File: src/rtl/pc_gen_bp.sv
// Fetch-PC generator with a direct-mapped BTB (2-bit counters) for next-line prediction.
// Next-PC priority: bubble, EX redirect, stall, BTB prediction, sequential PC+4.
module pc_gen_bp #(
    parameter int unsigned      XLEN        = 32,
    parameter logic [XLEN-1:0]  RESET_PC    = 32'h8000_0000,
    parameter int unsigned      BTB_ENTRIES = 16,
    parameter int unsigned      CNT_W       = 16
) (
    input  logic             clk_i,
    input  logic             rst_n_i,
    input  logic             F_stall_i,
    input  logic             F_bubble_i,
    input  logic             ex_valid_i,
    input  logic [1:0]       ex_kind_i,
    input  logic [XLEN-1:0]  ex_pc_i,
    input  logic             ex_taken_i,
    input  logic [XLEN-1:0]  ex_target_i,
    input  logic             ex_pred_taken_i,
    input  logic [XLEN-1:0]  ex_pred_target_i,
    output logic [XLEN-1:0]  F_pc_o,
    output logic             f_pred_taken_o,
    output logic [XLEN-1:0]  f_pred_target_o,
    output logic             redirect_o,
    output logic [CNT_W-1:0] mispred_cnt_o
);

    localparam int unsigned IDX   = $clog2(BTB_ENTRIES);
    localparam int unsigned TAG_W = XLEN - IDX - 2;

    localparam logic [1:0] KIND_BRANCH = 2'b00;
    localparam logic [1:0] KIND_RSVD   = 2'b11;

    logic [BTB_ENTRIES-1:0] btb_valid;
    logic [BTB_ENTRIES-1:0] btb_jump;
    logic [TAG_W-1:0]       btb_tag    [BTB_ENTRIES];
    logic [XLEN-1:0]        btb_target [BTB_ENTRIES];
    logic [1:0]             btb_ctr    [BTB_ENTRIES];

    logic [IDX-1:0]   f_idx, e_idx;
    logic [TAG_W-1:0] f_tag, e_tag;
    logic             f_hit, e_hit;
    logic             ctl, act_taken, is_jump;
    logic [XLEN-1:0]  act_tgt, correct_pc, next_pc;

    always_comb begin
        f_idx           = F_pc_o[IDX+1:2];
        f_tag           = F_pc_o[XLEN-1:IDX+2];
        f_hit           = btb_valid[f_idx] && (btb_tag[f_idx] == f_tag);
        f_pred_taken_o  = f_hit && (btb_jump[f_idx] || btb_ctr[f_idx][1]);
        f_pred_target_o = f_pred_taken_o ? btb_target[f_idx] : '0;
    end

    always_comb begin
        e_idx      = ex_pc_i[IDX+1:2];
        e_tag      = ex_pc_i[XLEN-1:IDX+2];
        e_hit      = btb_valid[e_idx] && (btb_tag[e_idx] == e_tag);
        ctl        = ex_valid_i && (ex_kind_i != KIND_RSVD);
        is_jump    = (ex_kind_i != KIND_BRANCH);
        act_taken  = is_jump ? 1'b1 : ex_taken_i;
        act_tgt    = ex_target_i & ~XLEN'(1);
        redirect_o = ctl && ((act_taken != ex_pred_taken_i) ||
                             (act_taken && (act_tgt != ex_pred_target_i)));
        correct_pc = act_taken ? act_tgt : ex_pc_i + XLEN'(4);
    end

    // A redirect wins over stall so a resolved misprediction is never dropped.
    always_comb begin
        next_pc = F_pc_o + XLEN'(4);
        if (F_bubble_i)
            next_pc = RESET_PC;
        else if (redirect_o)
            next_pc = correct_pc;
        else if (F_stall_i)
            next_pc = F_pc_o;
        else if (f_pred_taken_o)
            next_pc = f_pred_target_o;
    end

    always_ff @(posedge clk_i or negedge rst_n_i) begin
        if (!rst_n_i) begin
            F_pc_o        <= RESET_PC;
            mispred_cnt_o <= '0;
        end else begin
            F_pc_o <= next_pc;
            if (redirect_o && (mispred_cnt_o != '1))
                mispred_cnt_o <= mispred_cnt_o + CNT_W'(1);
        end
    end

    always_ff @(posedge clk_i or negedge rst_n_i) begin
        if (!rst_n_i)
            btb_valid <= '0;
        else if (ctl && (e_hit || act_taken))
            btb_valid[e_idx] <= 1'b1;
    end

    // Payload arrays carry no reset; the valid bits alone gate their use.
    always_ff @(posedge clk_i) begin
        if (rst_n_i && ctl) begin
            if (e_hit) begin
                btb_jump[e_idx] <= is_jump;
                if (act_taken) begin
                    btb_target[e_idx] <= act_tgt;
                    if (btb_ctr[e_idx] != 2'b11)
                        btb_ctr[e_idx] <= btb_ctr[e_idx] + 2'd1;
                end else if (btb_ctr[e_idx] != 2'b00) begin
                    btb_ctr[e_idx] <= btb_ctr[e_idx] - 2'd1;
                end
            end else if (act_taken) begin
                btb_tag[e_idx]    <= e_tag;
                btb_target[e_idx] <= act_tgt;
                btb_jump[e_idx]   <= is_jump;
                btb_ctr[e_idx]    <= is_jump ? 2'b11 : 2'b10;
            end
        end
    end

endmodule
File: config.mk
export PLATFORM = sky130hd
export DESIGN_NAME = pc_gen_bp
export DESIGN_NICKNAME = d
export VERILOG_FILES = /design/src/rtl/pc_gen_bp.sv
export SDC_FILE = /design/constraint.sdc
export NUM_CORES = 1
export LEC_CHECK = 0
export CAP_MARGIN = 40
export CORE_UTILIZATION = 30
export CTS_BUF_LIST = sky130_fd_sc_hd__clkbuf_16
export DETAILED_ROUTE_END_ITERATION = 8
export GPL_ROUTABILITY_DRIVEN = 1
export GPL_TIMING_DRIVEN = 0
export MAX_ROUTING_LAYER = met4
export PLACE_DENSITY = 0.49
export SETUP_SLACK_MARGIN = 0.05
export SKIP_LAST_GASP = 1
export SLEW_MARGIN = 30
export SYNTH_ARGS = -nofsm -noshare
export SYNTH_HDL_FRONTEND = slang
export SYNTH_SLANG_ARGS = --single-unit
File: constraint.sdc
create_clock -name clk_i -period 6 [get_ports clk_i]
set_clock_uncertainty 0.05 [all_clocks]
set_input_delay 1.2 -clock clk_i [delete_from_list [all_inputs] [get_ports clk_i]]
set_output_delay 1.2 -clock clk_i [all_outputs]
set_load 0.005 [all_outputs]
# Yosys cells after proc, flatten, opt, wreduce, memory -nomap -nowiden
# Memories as Yosys holds them, arrays and structs flattened.
# Cells that the tools add are included.
word_totals:
  output_inout_bits: 82
  wordCells: 83
  input_bits: 105
  regBits: 80
  n_memories: 3
  ram_bits: 944
classes:
  magnitude_cmp: 3
  add_sub_neg: 5
  n_eq_ne: 8
  reduce_logical: 17
  n_mux: 39
  n_bitwise: 4
mem_list:
  columns: ["name", "words", "word_bits", "rd", "rd_clocked_by_memory_dff", "write_ports", "line_no", "rtl"]
  rows:
  - ["btb_target", 16, 31, 1, 0, 1, "36", "logic [XLEN-1:0] btb_target [BTB_ENTRIES];"]
  - ["btb_tag", 16, 26, 2, 0, 1, "35", "logic [TAG_W-1:0] btb_tag [BTB_ENTRIES];"]
  - ["btb_ctr", 16, 2, 2, 0, 1, "37", "logic [1:0] btb_ctr [BTB_ENTRIES];"]
op_table:
  columns: ["operator", "count"]
  rows:
  - ["32-bit two-way mux", 6]
  - ["32-bit by 3-bit adder with 32-bit output, second input constant", 2]
  - ["26-bit == test", 2]
  - ["16-bit two-way mux", 2]
  - ["32-bit inequality test", 1]
  - ["31-bit two-way mux", 1]
  - ["1-bit two-way mux", 23]
  - ["16-bit by 1-bit adder with 16-bit output, second input constant", 1]
  - ["16-bit bitwise mux", 1]
  - ["16-bit inequality test, second input constant", 1]
  - ["16-bit bitwise OR", 1]
  - ["1-bit binary-select mux with 4-bit select", 3]
  - ["1-bit logical AND", 10]
  - ["4-bit by 5-bit less-than comparator with 1-bit output, second input constant", 2]
  - ["2-bit nonzero test", 3]
  - ["1-bit demux with 4-bit select", 1]
  - ["4-bit by 1-bit greater-or-equal comparator with 1-bit output, second input constant", 1]
  - ["2-bit two-way mux", 2]
  - ["2-bit inequality test, second input constant", 2]
  - ["1-bit logical OR", 3]
  - ["3-bit by 1-bit inequality test with 1-bit output, second input constant", 1]
  - ["1-bit bitwise OR", 3]
  - ["2-bit by 1-bit adder with 2-bit output, second input constant", 1]
  - ["2-bit AND reduction", 1]
  - ["other kinds (2)", 2]

# Longest topological paths before layout
# Gate-level depths: netlist of run 1.
depth:
  ltp_word: 9
  mapped_depth: 16
  ltp_nobuf: 10

# Least setup slack after synthesis of run 1
# Ideal clock, no wire load.
synth_timing:
  path_kind: "input to register"
  from: "in ex_pc_i[2]"
  to: "mem btb_tag[15][0] in the netlist's numbering (enable)"
  arrival_time_ns: 5.220
  required_time_ns: 5.541
  stages: 14
  setup_slack_ns: 0.321
  n_path_buf: 6
  path_cell_list: "clkbuf_1 buf_2 buf_4 buf_2 mux4_2 mux2i_1 a22oi_1 and3_1 o211a_1 and2_0 or2_2 buf_2 buf_2 nor2_1"
synth_via:
  elab_chain_cells: 6
  word_cells_on_any_way: 8
synth_rtl:
  columns: ["item", "line_no", "rtl"]
  rows:
  - ["start: declaration", "15", "input logic [XLEN-1:0] ex_pc_i,"]
  - ["memory read 16 x 26 bit or 1-bit binary-select mux with 4-bit select (tied branches)", null, null]
  - ["26-bit == test or 1-bit two-way mux (tied branches)", "56", "e_hit = btb_valid[e_idx] && (btb_tag[e_idx] == e_tag);"]
  - ["1-bit logical AND", "56", null]
  - ["1-bit two-way mux", "100", "if (e_hit) begin"]
  - ["1-bit two-way mux", "99", "if (rst_n_i && ctl) begin"]
  - ["1-bit two-way mux (implied by the code)", "110", "btb_tag[e_idx] <= e_tag;"]
  - ["end: declaration", "35", null]
# Several ways; a longest one is shown, not always the timed one. The select of a mux whose other input is x is not followed.

# Final worst setup path of run 1
layout_timing:
  from: "in ex_pc_i[3]"
  to: "mem btb_tag[10][8] in the netlist's numbering (enable)"
# The elaborated chain is that of the path after synthesis.

==> summary.md, run 1 <==
| Metric | Value |
|---|---|
| Minimum clock period | `5.964 ns` |
| Latest clock arrival within the worst-skew pair | `approximately 0.77 ns` |
| Antenna violations before repair | `15` |
| DR vias | `approximately 30,000` |
| Per-cell routed wire length | `between 30 and 40 um` |
| Area of the multi-input gates | `15,770 um2` |
| Actual slew at the worst max-slew pin | `slightly below 0.9 ns` |
| Sum of overflow across all layers after global routing | `0` |
| Worst path arrival time | `between 6 and 7 ns` |
| Core Area | `between 150,000 and 200,000 um2` |
| Fraction of post-synthesis cell area in the top cell type by area | `62.15%` |
| Depth of the most critical reg-to-reg path | `15` |
| Antenna viol nets, final | `0` |
| IR Drop Worst-Case VDD | `0.2466 mV` |
| Flop-to-flop setup slack | `1.38 ns` |
| Total Negative Setup Slacks | `0 ns` |
| Share of the clock period used by the worst path after layout | `about 99%` |
| I/O pin total | `roughly 190` |
| Number of global-route vias before repair | `approximately 29,000` |
| Area after detailed placement | `53,310 um2` |
| Wire length of the first global-routing pass | `roughly 240,000 um` |
| Maximum fanout along the worst path | `12` |
| Post-synthesis cell type with the largest combined area | `sky130_fd_sc_hd__edfxtp_1` |
| Cell count after synthesis | `around 2,600` |
| Cell at the root of the clock tree | `sky130_fd_sc_hd__clkbuf_16` |
| Async SR Flop Fraction | `~6.3%` |
| Maximum Capacitance Violations | `0` |
| Count of flip-flops with a built-in enable after synthesis | `960` |
| Largest net degree at the start of global routing | `54` |
| Number of library cell types mapped by synthesis | `78` |
| #FFs+latches synth | `just over 1,000` |
| Utilization after layout | `~38%` |
| Clock Sink Count | `around 1,000` |
| # port buffers | `180` |
| DRT iter0 DRCs | `between 3,000 and 4,000` |
| Relative max-transition margin | `roughly 41%` |
| # H-tree levels | `3` |
| # nets final | `between 3,000 and 4,000` |
| Number of buffers created by CTS | `111` |
| Clock-pin transition on the worst setup and hold timing paths | `~0.06 ns` |
| P_leak | `about 19 nW` |
| Startpoint class of the critical path | `primary input` |
| Kind of end point of the critical path | `flip-flop` |
| Prevailing post-synth register cell | `sky130_fd_sc_hd__edfxtp_1` |
| Delay of the slowest critical-path stage | `roughly 0.59 ns` |
| Final weighted congestion in routability-driven placement | `about 0.99` |
| Final Hold Violating Endpoints | `0` |
| Placed wire-length estimate | `approximately 130,000 um` |
| Post-route cell area | `around 59,000 um2` |
| Outcome | `finished, final reports clean` |
| Count of TritonRoute iterations in the first routing pass | `5` |
| Startpoint of the worst-slack reg-to-reg timing path | `F_pc_o[2]` |
| Final WL | `roughly 180,000 um` |
| Fraction of layout instances using a drive strength above 1 | `a little under a third` |
| Crit path buf inv count | `7` |
| Die W | `approximately 400 um` |
| Cell Area, Synth | `approximately 46,000 um2` |
| Crit Path Category | `in2reg` |
| Count of standard-cell rows | `between 100 and 150` |
| Data required time at the worst endpoint | `about 6.4 ns` |
| Number of remaining DRC errors | `0` |
| Aggregate global-route resource usage | `between 20 and 25%` |
| Critical R2R Capture | `F_pc_o[24]` |
| Hold crit path type | `in2async` |
| Via count normalized by instance count | `approximately 5.6` |
| Cell breakdown of the critical path | `dlygate4sd2_1 > buf_2 > clkbuf_2 > mux4_2 > mux4_2 > xnor2_1 > nand4_1 > nor2_2 > o211a_1 > and2_0 > or2_2 > buf_2 > buf_6 > nor2_4 > buf_16 > buf_16` |
| Die Height | `395.2 um` |
| Maximum clock frequency | `between 150 and 200 MHz` |
| TritonCTS clock tree | `built` |
| Relative area change from synthesis to final layout | `26.59%` |
| Synthesized Nets | `about 2,700` |
| Bufs on Longest Clock Path | `3` |
| Area of the die | `about 160,000 um2` |
| RSZ-0062 raised after global routing | `true` |
| Slowest-stage cell, CP | `sky130_fd_sc_hd__dlygate4sd2_1` |
| Storage element area | `approximately 30,000 um2` |
| Filler Cell Count | `about 14,000` |
| Final-report setup violation count | `0` |
| Cell class contributing the biggest share of worst-path delay | `buffers and inverters` |
| Initial Utilization | `30.39%` |
| Count of yosys warnings during synthesis | `0` |
| Largest cells by area after synthesis | `sky130_fd_sc_hd__edfxtp_1 (62%), sky130_fd_sc_hd__mux4_2 (18%), sky130_fd_sc_hd__dfrtp_1 (3.4%), sky130_fd_sc_hd__mux2i_1 (2.6%), sky130_fd_sc_hd__xnor2_1 (1.8%)` |
| Share of synthesized area occupied by flip-flops and latches | `65.60%` |
| Total count of max-transition violations in the final report | `0` |
| Power density cells | `just under 300 nW/um2` |
| Post-synthesis area per instance | `about 18 um2` |
==> placed cells by master, fill, tap and decap left out, types with 42 or more instances in the layout <==
cell type,Yosys,layout
sky130_fd_sc_hd__dfrtp_1,63,59
sky130_fd_sc_hd__buf_6,4,86
sky130_fd_sc_hd__mux4_2,364,364
sky130_fd_sc_hd__clkbuf_1,81,54
sky130_fd_sc_hd__mux2i_1,120,103
sky130_fd_sc_hd__buf_4,19,69
sky130_fd_sc_hd__nand2_1,122,122
sky130_fd_sc_hd__edfxtp_1,960,960
sky130_fd_sc_hd__buf_16,0,65
sky130_fd_sc_hd__nor2_4,0,42
sky130_fd_sc_hd__inv_1,29,63
sky130_fd_sc_hd__nor2_1,131,88
sky130_fd_sc_hd__clkdlybuf4s50_1,0,138
sky130_fd_sc_hd__xnor2_1,97,94
sky130_fd_sc_hd__nand3_1,45,45
sky130_fd_sc_hd__clkbuf_16,0,113
sky130_fd_sc_hd__nand4_1,48,48
==> cell families (layout without fill, tap and decap cells) <==
| family | Yosys count | after routing | synth area share, % |
|---|---|---|---|
| flops | 1024 | 1024 | 65.60 |
| simple gates | 497 | 497 | 5.376 |
| compound gates | 262 | 262 | 4.008 |
| mux | 494 | 494 | 20.51 |
| fa+ha+maj | 6 | 6 | 0.1618 |
| other cells | 1 | 10 | 0.008085 |
| buf+inv | 211 | 782 | 2.088 |
| xor+xnor | 119 | 119 | 2.247 |
==> layer usage <==
metal	part of all wire, %	GRT usage, %	vias up
li1	-	-	11762
met1	42	32.14	15709
met2	46	34.44	1597
met3	9.5	4.651	237
met4	2.6	5.724	0
met5	0	-	-
==> final cells by class <==
class | count | area share, %
antenna | 9 | 0.03836
buffer | 180 | 2.391
clock buffer | 111 | 4.730
clock inverter | 98 | 1.362
inverter | 30 | 0.2046
multi-input combinational | 1379 | 26.86
sequential | 1024 | 51.83
tap | 2030 | 4.326
timing repair buffer | 363 | 8.259
==> registers in the layout, indices dropped and copies added (netlist names) <==
register / cells
btb_target: 496
btb_tag: 416
F_pc_o: 32
btb_ctr: 32
btb_jump: 16
btb_valid: 16
mispred_cnt_o: 16
==> cell usage after synthesis, drive strengths merged (4+ instances only) <==
master,number
a21oi,34
ha,6
o31ai,4
a31o,6
a211oi,12
nand4,48
or4,6
nor2b,10
clkbuf,82
nor4b,8
a311oi,7
or3,6
nor4,20
a31oi,11
buf,99
edfxtp,960
a22o,10
and4,6
o21bai,17
xnor2,97
a211o,4
xor2,22
o21ai,42
o22ai,8
o31a,6
and2,14
nor3,25
o211a,5
o211ai,21
inv,30
nand2,123
a32oi,4
mux2i,120
and3,36
nor2,131
mux4,364
dfrtp,63
nand3,45
mux2,10
a22oi,37
or2,6
==> report_power, final <==
| part | internal, W | switching, W | total, W |
|---|---|---|---|
| Combinational | 0.00107 | 0.00143 | 0.00250 |
| Clock | 0.00377 | 0.00301 | 0.00678 |
| Sequential | 0.00795 | 0.000129 | 0.00807 |
==> repair_timing <==
| item | CTS | global route |
|---|---|---|
| setup endpoints to repair | 551 | 238 |
| resized for setup | 384 | 49 |
| hold buffers | 0 | 0 |
| pin swaps | 22 | 15 |
| buffers inserted | 43 | 20 |
| gates cloned | 1 | 0 |
==> stage by stage <==
step           hold slack (ns)  total power [W]  std cells  worst slack (ns)
6_report                0.2222          0.01735       5224           0.03622
5_1_grt                 0.1934          0.01783       5223          -0.03249
4_1_cts                 0.1760          0.01739       5188           -0.1554
3_5_place_dp            0.4353          0.01051       4936            -2.335
3_3_place_gp            0.4259          0.01044       4824            -4.947
2_1_floorplan           0.4037         0.009388       2614            0.3211
==> worst max path at each step <==
stage                          start                   to  slack [ns]  cells after the start
after floorplan           ex_pc_i[2]       btb_tag[15][0]        0.32                     14
after global placement    ex_pc_i[3]        btb_tag[9][8]       -4.95                     15
after detailed placement   F_pc_o[3]  f_pred_target_o[20]       -2.33                     15
after CTS                  F_pc_o[2]  f_pred_target_o[20]       -0.16                     16
after global routing       F_pc_o[3]  f_pred_target_o[19]       -0.03                     19
final                     ex_pc_i[3]       btb_tag[10][8]        0.04                     16
Note: power is estimated with default switching activity, not from simulation.
==> run 2: changes to the inputs <==
MAX_ROUTING_LAYER = unset   (was met4)
==> summary.md, run 2 (synthesis gave the netlist of run 1 again) <==
| Metric | Value |
|---|---|
| Worst path arrival time | `6.32 ns (-0.06 ns)` |
| Fraction of layout instances using a drive strength above 1 | `31.01% (-0.19 points)` |
| Hold crit path type | `in2async` |
| Outcome | `finished, final reports clean` |
| Max reg flops | `496 (unchanged)` |
| Final WL | `175,700 um (-0.30%)` |
| Final Hold Violating Endpoints | `0 (unchanged)` |
| Relative area change from synthesis to final layout | `26.79%` |
| P_leak | `19.02 nW (+0.39%)` |
| Count of standard-cell rows | `143 (unchanged)` |
| Crit Path Category | `in2reg` |
| Data required time at the worst endpoint | `6.37 ns (-0.05 ns)` |
| Most frequent cells in the layout | `sky130_fd_sc_hd__edfxtp_1 (960), sky130_fd_sc_hd__mux4_2 (364), sky130_fd_sc_hd__clkdlybuf4s50_1 (136)` |
| Registers with the highest flip-flop counts | `btb_target (496), btb_tag (416)` |
| Final hold slack | `0.2254 ns (+0.003130 ns)` |
| Delay of the slowest critical-path stage | `0.66 ns (+0.07 ns)` |
| Post-route cell area | `58,810 um2 (+0.16%)` |
| I/O pin total | `187 (unchanged)` |
| Per-cell routed wire length | `33.72 um (about the same)` |
| Internal cell power | `0.01294 W (+1.3%)` |
| Aggregate global-route resource usage | `22.29% (-0.77 points)` |
| Actual slew at the worst max-slew pin | `0.8871 ns (+0.009134 ns)` |
| Die Height | `395.2 um (unchanged)` |
| Share of the clock period used by the worst path after layout | `99.18% (-0.21 points)` |
| Maximum fanout along the worst path | `10 (-2)` |
| Cell at the root of the clock tree | `sky130_fd_sc_hd__clkbuf_16` |
| Slowest-stage cell, CP | `sky130_fd_sc_hd__mux2i_1` |
| Clock Sink Count | `1,024 (unchanged)` |
| Via count normalized by instance count | `5.618 (+0.15%)` |
| Antenna viol nets, final | `0 (unchanged)` |
| Power density cells | `297.3 nW/um2 (+0.58%)` |
| Latest clock arrival within the worst-skew pair | `0.75 ns (-0.02 ns)` |
| Placed wire-length estimate | `128,100 um (-0.19%)` |
| Wire length of the first global-routing pass | `240,500 um (-0.67%)` |
| Relative max-transition margin | `40.60% (-0.87 points)` |
| Cell class contributing the biggest share of worst-path delay | `buffers and inverters` |
| Maximum Capacitance Violations | `0 (unchanged)` |
| Area of the die | `156,200 um2 (unchanged)` |
| # port buffers | `180 (unchanged)` |
| Cell count after placement | `4,930 (-0.12%)` |
| Minimum clock period | `5.951 ns (-0.01273 ns)` |
| Maximum clock frequency | `168.0 MHz (+0.21%)` |
| Total count of max-transition violations in the final report | `0 (unchanged)` |
| Number of remaining DRC errors | `0 (unchanged)` |
| Bufs on Longest Clock Path | `3 (unchanged)` |
| DRT iter0 DRCs | `3,536 (-5.5%)` |
| Most common cell after layout, fill and taps aside | `sky130_fd_sc_hd__edfxtp_1` |
| Initial Utilization | `30.39% (unchanged)` |
| Startpoint class of the critical path | `primary input` |
| Final weighted congestion in routability-driven placement | `0.9601 (-2.6%)` |
| Total power of the final layout | `0.01748 W (+0.74%)` |
| IR Drop Worst-Case VDD | `0.2077 mV (-16%)` |
| Sum of overflow across all layers after global routing | `0 (unchanged)` |
| Cell breakdown of the critical path | `clkdlybuf4s15_2 > clkbuf_1 > buf_4 > buf_4 > mux4_2 > mux2i_1 > a211oi_1 > o211a_1 > o211a_1 > and2_1 > or2_2 > buf_2 > buf_6 > nor2_4 > buf_16` |
| Clock network power share | `39.3% (+0.2 points)` |
| Proportion of power drawn by combinational gates | `14.5% (about the same)` |
| Kind of end point of the critical path | `flip-flop` |
| Area after detailed placement | `53,250 um2 (-0.12%)` |
| Most flops, register | `btb_target` |
| Clock-pin transition on the worst setup and hold timing paths | `0.06 ns (about the same)` |
| Final-report setup violation count | `0 (unchanged)` |
| Core Area | `152,600 um2 (unchanged)` |
| Number of buffers created by CTS | `110 (-0.90%)` |
| TritonCTS clock tree | `built` |
| Crit path buf inv count | `7 (unchanged)` |
| DR vias | `29,270 (-0.12%)` |
| Cts-stage hold buffer count | `0 (unchanged)` |
| Largest net degree at the start of global routing | `56 (+3.7%)` |
| Die W | `395.2 um (unchanged)` |
| Switching share of power | `25.95% (-0.39 points)` |
| Sequential power share | `46.2% (-0.3 points)` |
| RSZ-0062 raised after global routing | `true` |
| # nets final | `3,199 (-0.031%)` |
| Antenna violations before repair | `17 (+2)` |
| # H-tree levels | `3 (unchanged)` |
| Non-filler cells, final | `5,210 (-0.27%)` |
| Net switching component of the power | `0.004537 W (-0.76%)` |
| Count of TritonRoute iterations in the first routing pass | `6 (+1)` |
| Total Negative Setup Slacks | `0 ns (unchanged)` |
| Number of global-route vias before repair | `28,818 (+0.24%)` |
run 2: cell count changes in the layout (fill, tap and decap cells not counted), moves of 5 or more:
| cell | previous run | this run |
|---|---|---|
| sky130_fd_sc_hd__buf_6 | 86 | 57 |
| sky130_fd_sc_hd__buf_4 | 69 | 81 |
| sky130_fd_sc_hd__dlygate4sd2_1 | 8 | 18 |
| sky130_fd_sc_hd__inv_1 | 63 | 57 |
| sky130_fd_sc_hd__clkbuf_2 | 19 | 24 |
| sky130_fd_sc_hd__diode_2 | 9 | 4 |
run 2: worst paths after layout:
path	start	to	slack, ns	depth (start not counted)
worst max-delay path	ex_pc_i[2]	btb_tag[15][18]	0.05	15
worst min-delay path	rst_n_i	mispred_cnt_o[12]	0.23	1
worst max register to register	F_pc_o[2]	F_pc_o[24]	1.40	18
worst min register to register	mispred_cnt_o[10]	mispred_cnt_o[10]	0.43	1
max in group asynchronous	rst_n_i	btb_valid[6]	5.07	2
min in group clk_i	mispred_cnt_o[10]	mispred_cnt_o[10]	0.43	1
run 2: per-stage QoR:
stage | setup slack, ns | util, %
2_1_floorplan | 0.3211 | -
3_3_place_gp | -4.986 | 33.24
3_5_place_dp | -2.254 | 34.89
4_1_cts | -0.1480 | 38.10
5_1_grt | 0.01472 | 38.53
6_report | 0.04895 | 38.53
run 2: metal layers:
| metal | vias up | track usage, % | routed length [um] | share of wire [%] |
|---|---|---|---|---|
| li1 | 11739 | - | - | - |
| met1 | 15581 | 30.90 | 72740 | 41 |
| met2 | 1660 | 34.29 | 79240 | 45 |
| met3 | 278 | 6.208 | 18170 | 10 |
| met4 | 12 | 5.897 | 5458 | 3.1 |
| met5 | - | 0 | 86 | 0.049 |
run 2: power by group through the flow:
stage | Sequential [W] | Combinational, W | Clock, W
after floorplan | 0.00816 | 0.00123 | 0
after global placement | 0.00823 | 0.00222 | 0
after detailed placement | 0.00822 | 0.00229 | 0
after CTS | 0.00807 | 0.00244 | 0.00697
after global routing | 0.00808 | 0.00264 | 0.00722
final | 0.00808 | 0.00254 | 0.00687
run 2: timing repair:
item	4_1_cts	5_1_grt
resized for setup	334	72
setup endpoints to repair	572	306
hold endpoints to repair	0	0
buffers inserted	37	26
cloned	2	0
pin swaps	21	15
run 2: area by class of cell:
cell class / instances / area (um2)
plain buffers: 179 / 1506
diodes: 4 / 10.01
repair buffers: 364 / 4798
inverters: 30 / 117.6
clock inverters: 90 / 869.6
well taps: 2030 / 2540
clock buffers: 110 / 2753
fillers: 13935 / 93810
multi-input cells: 1379 / 15780
flip-flops and latches: 1024 / 30440
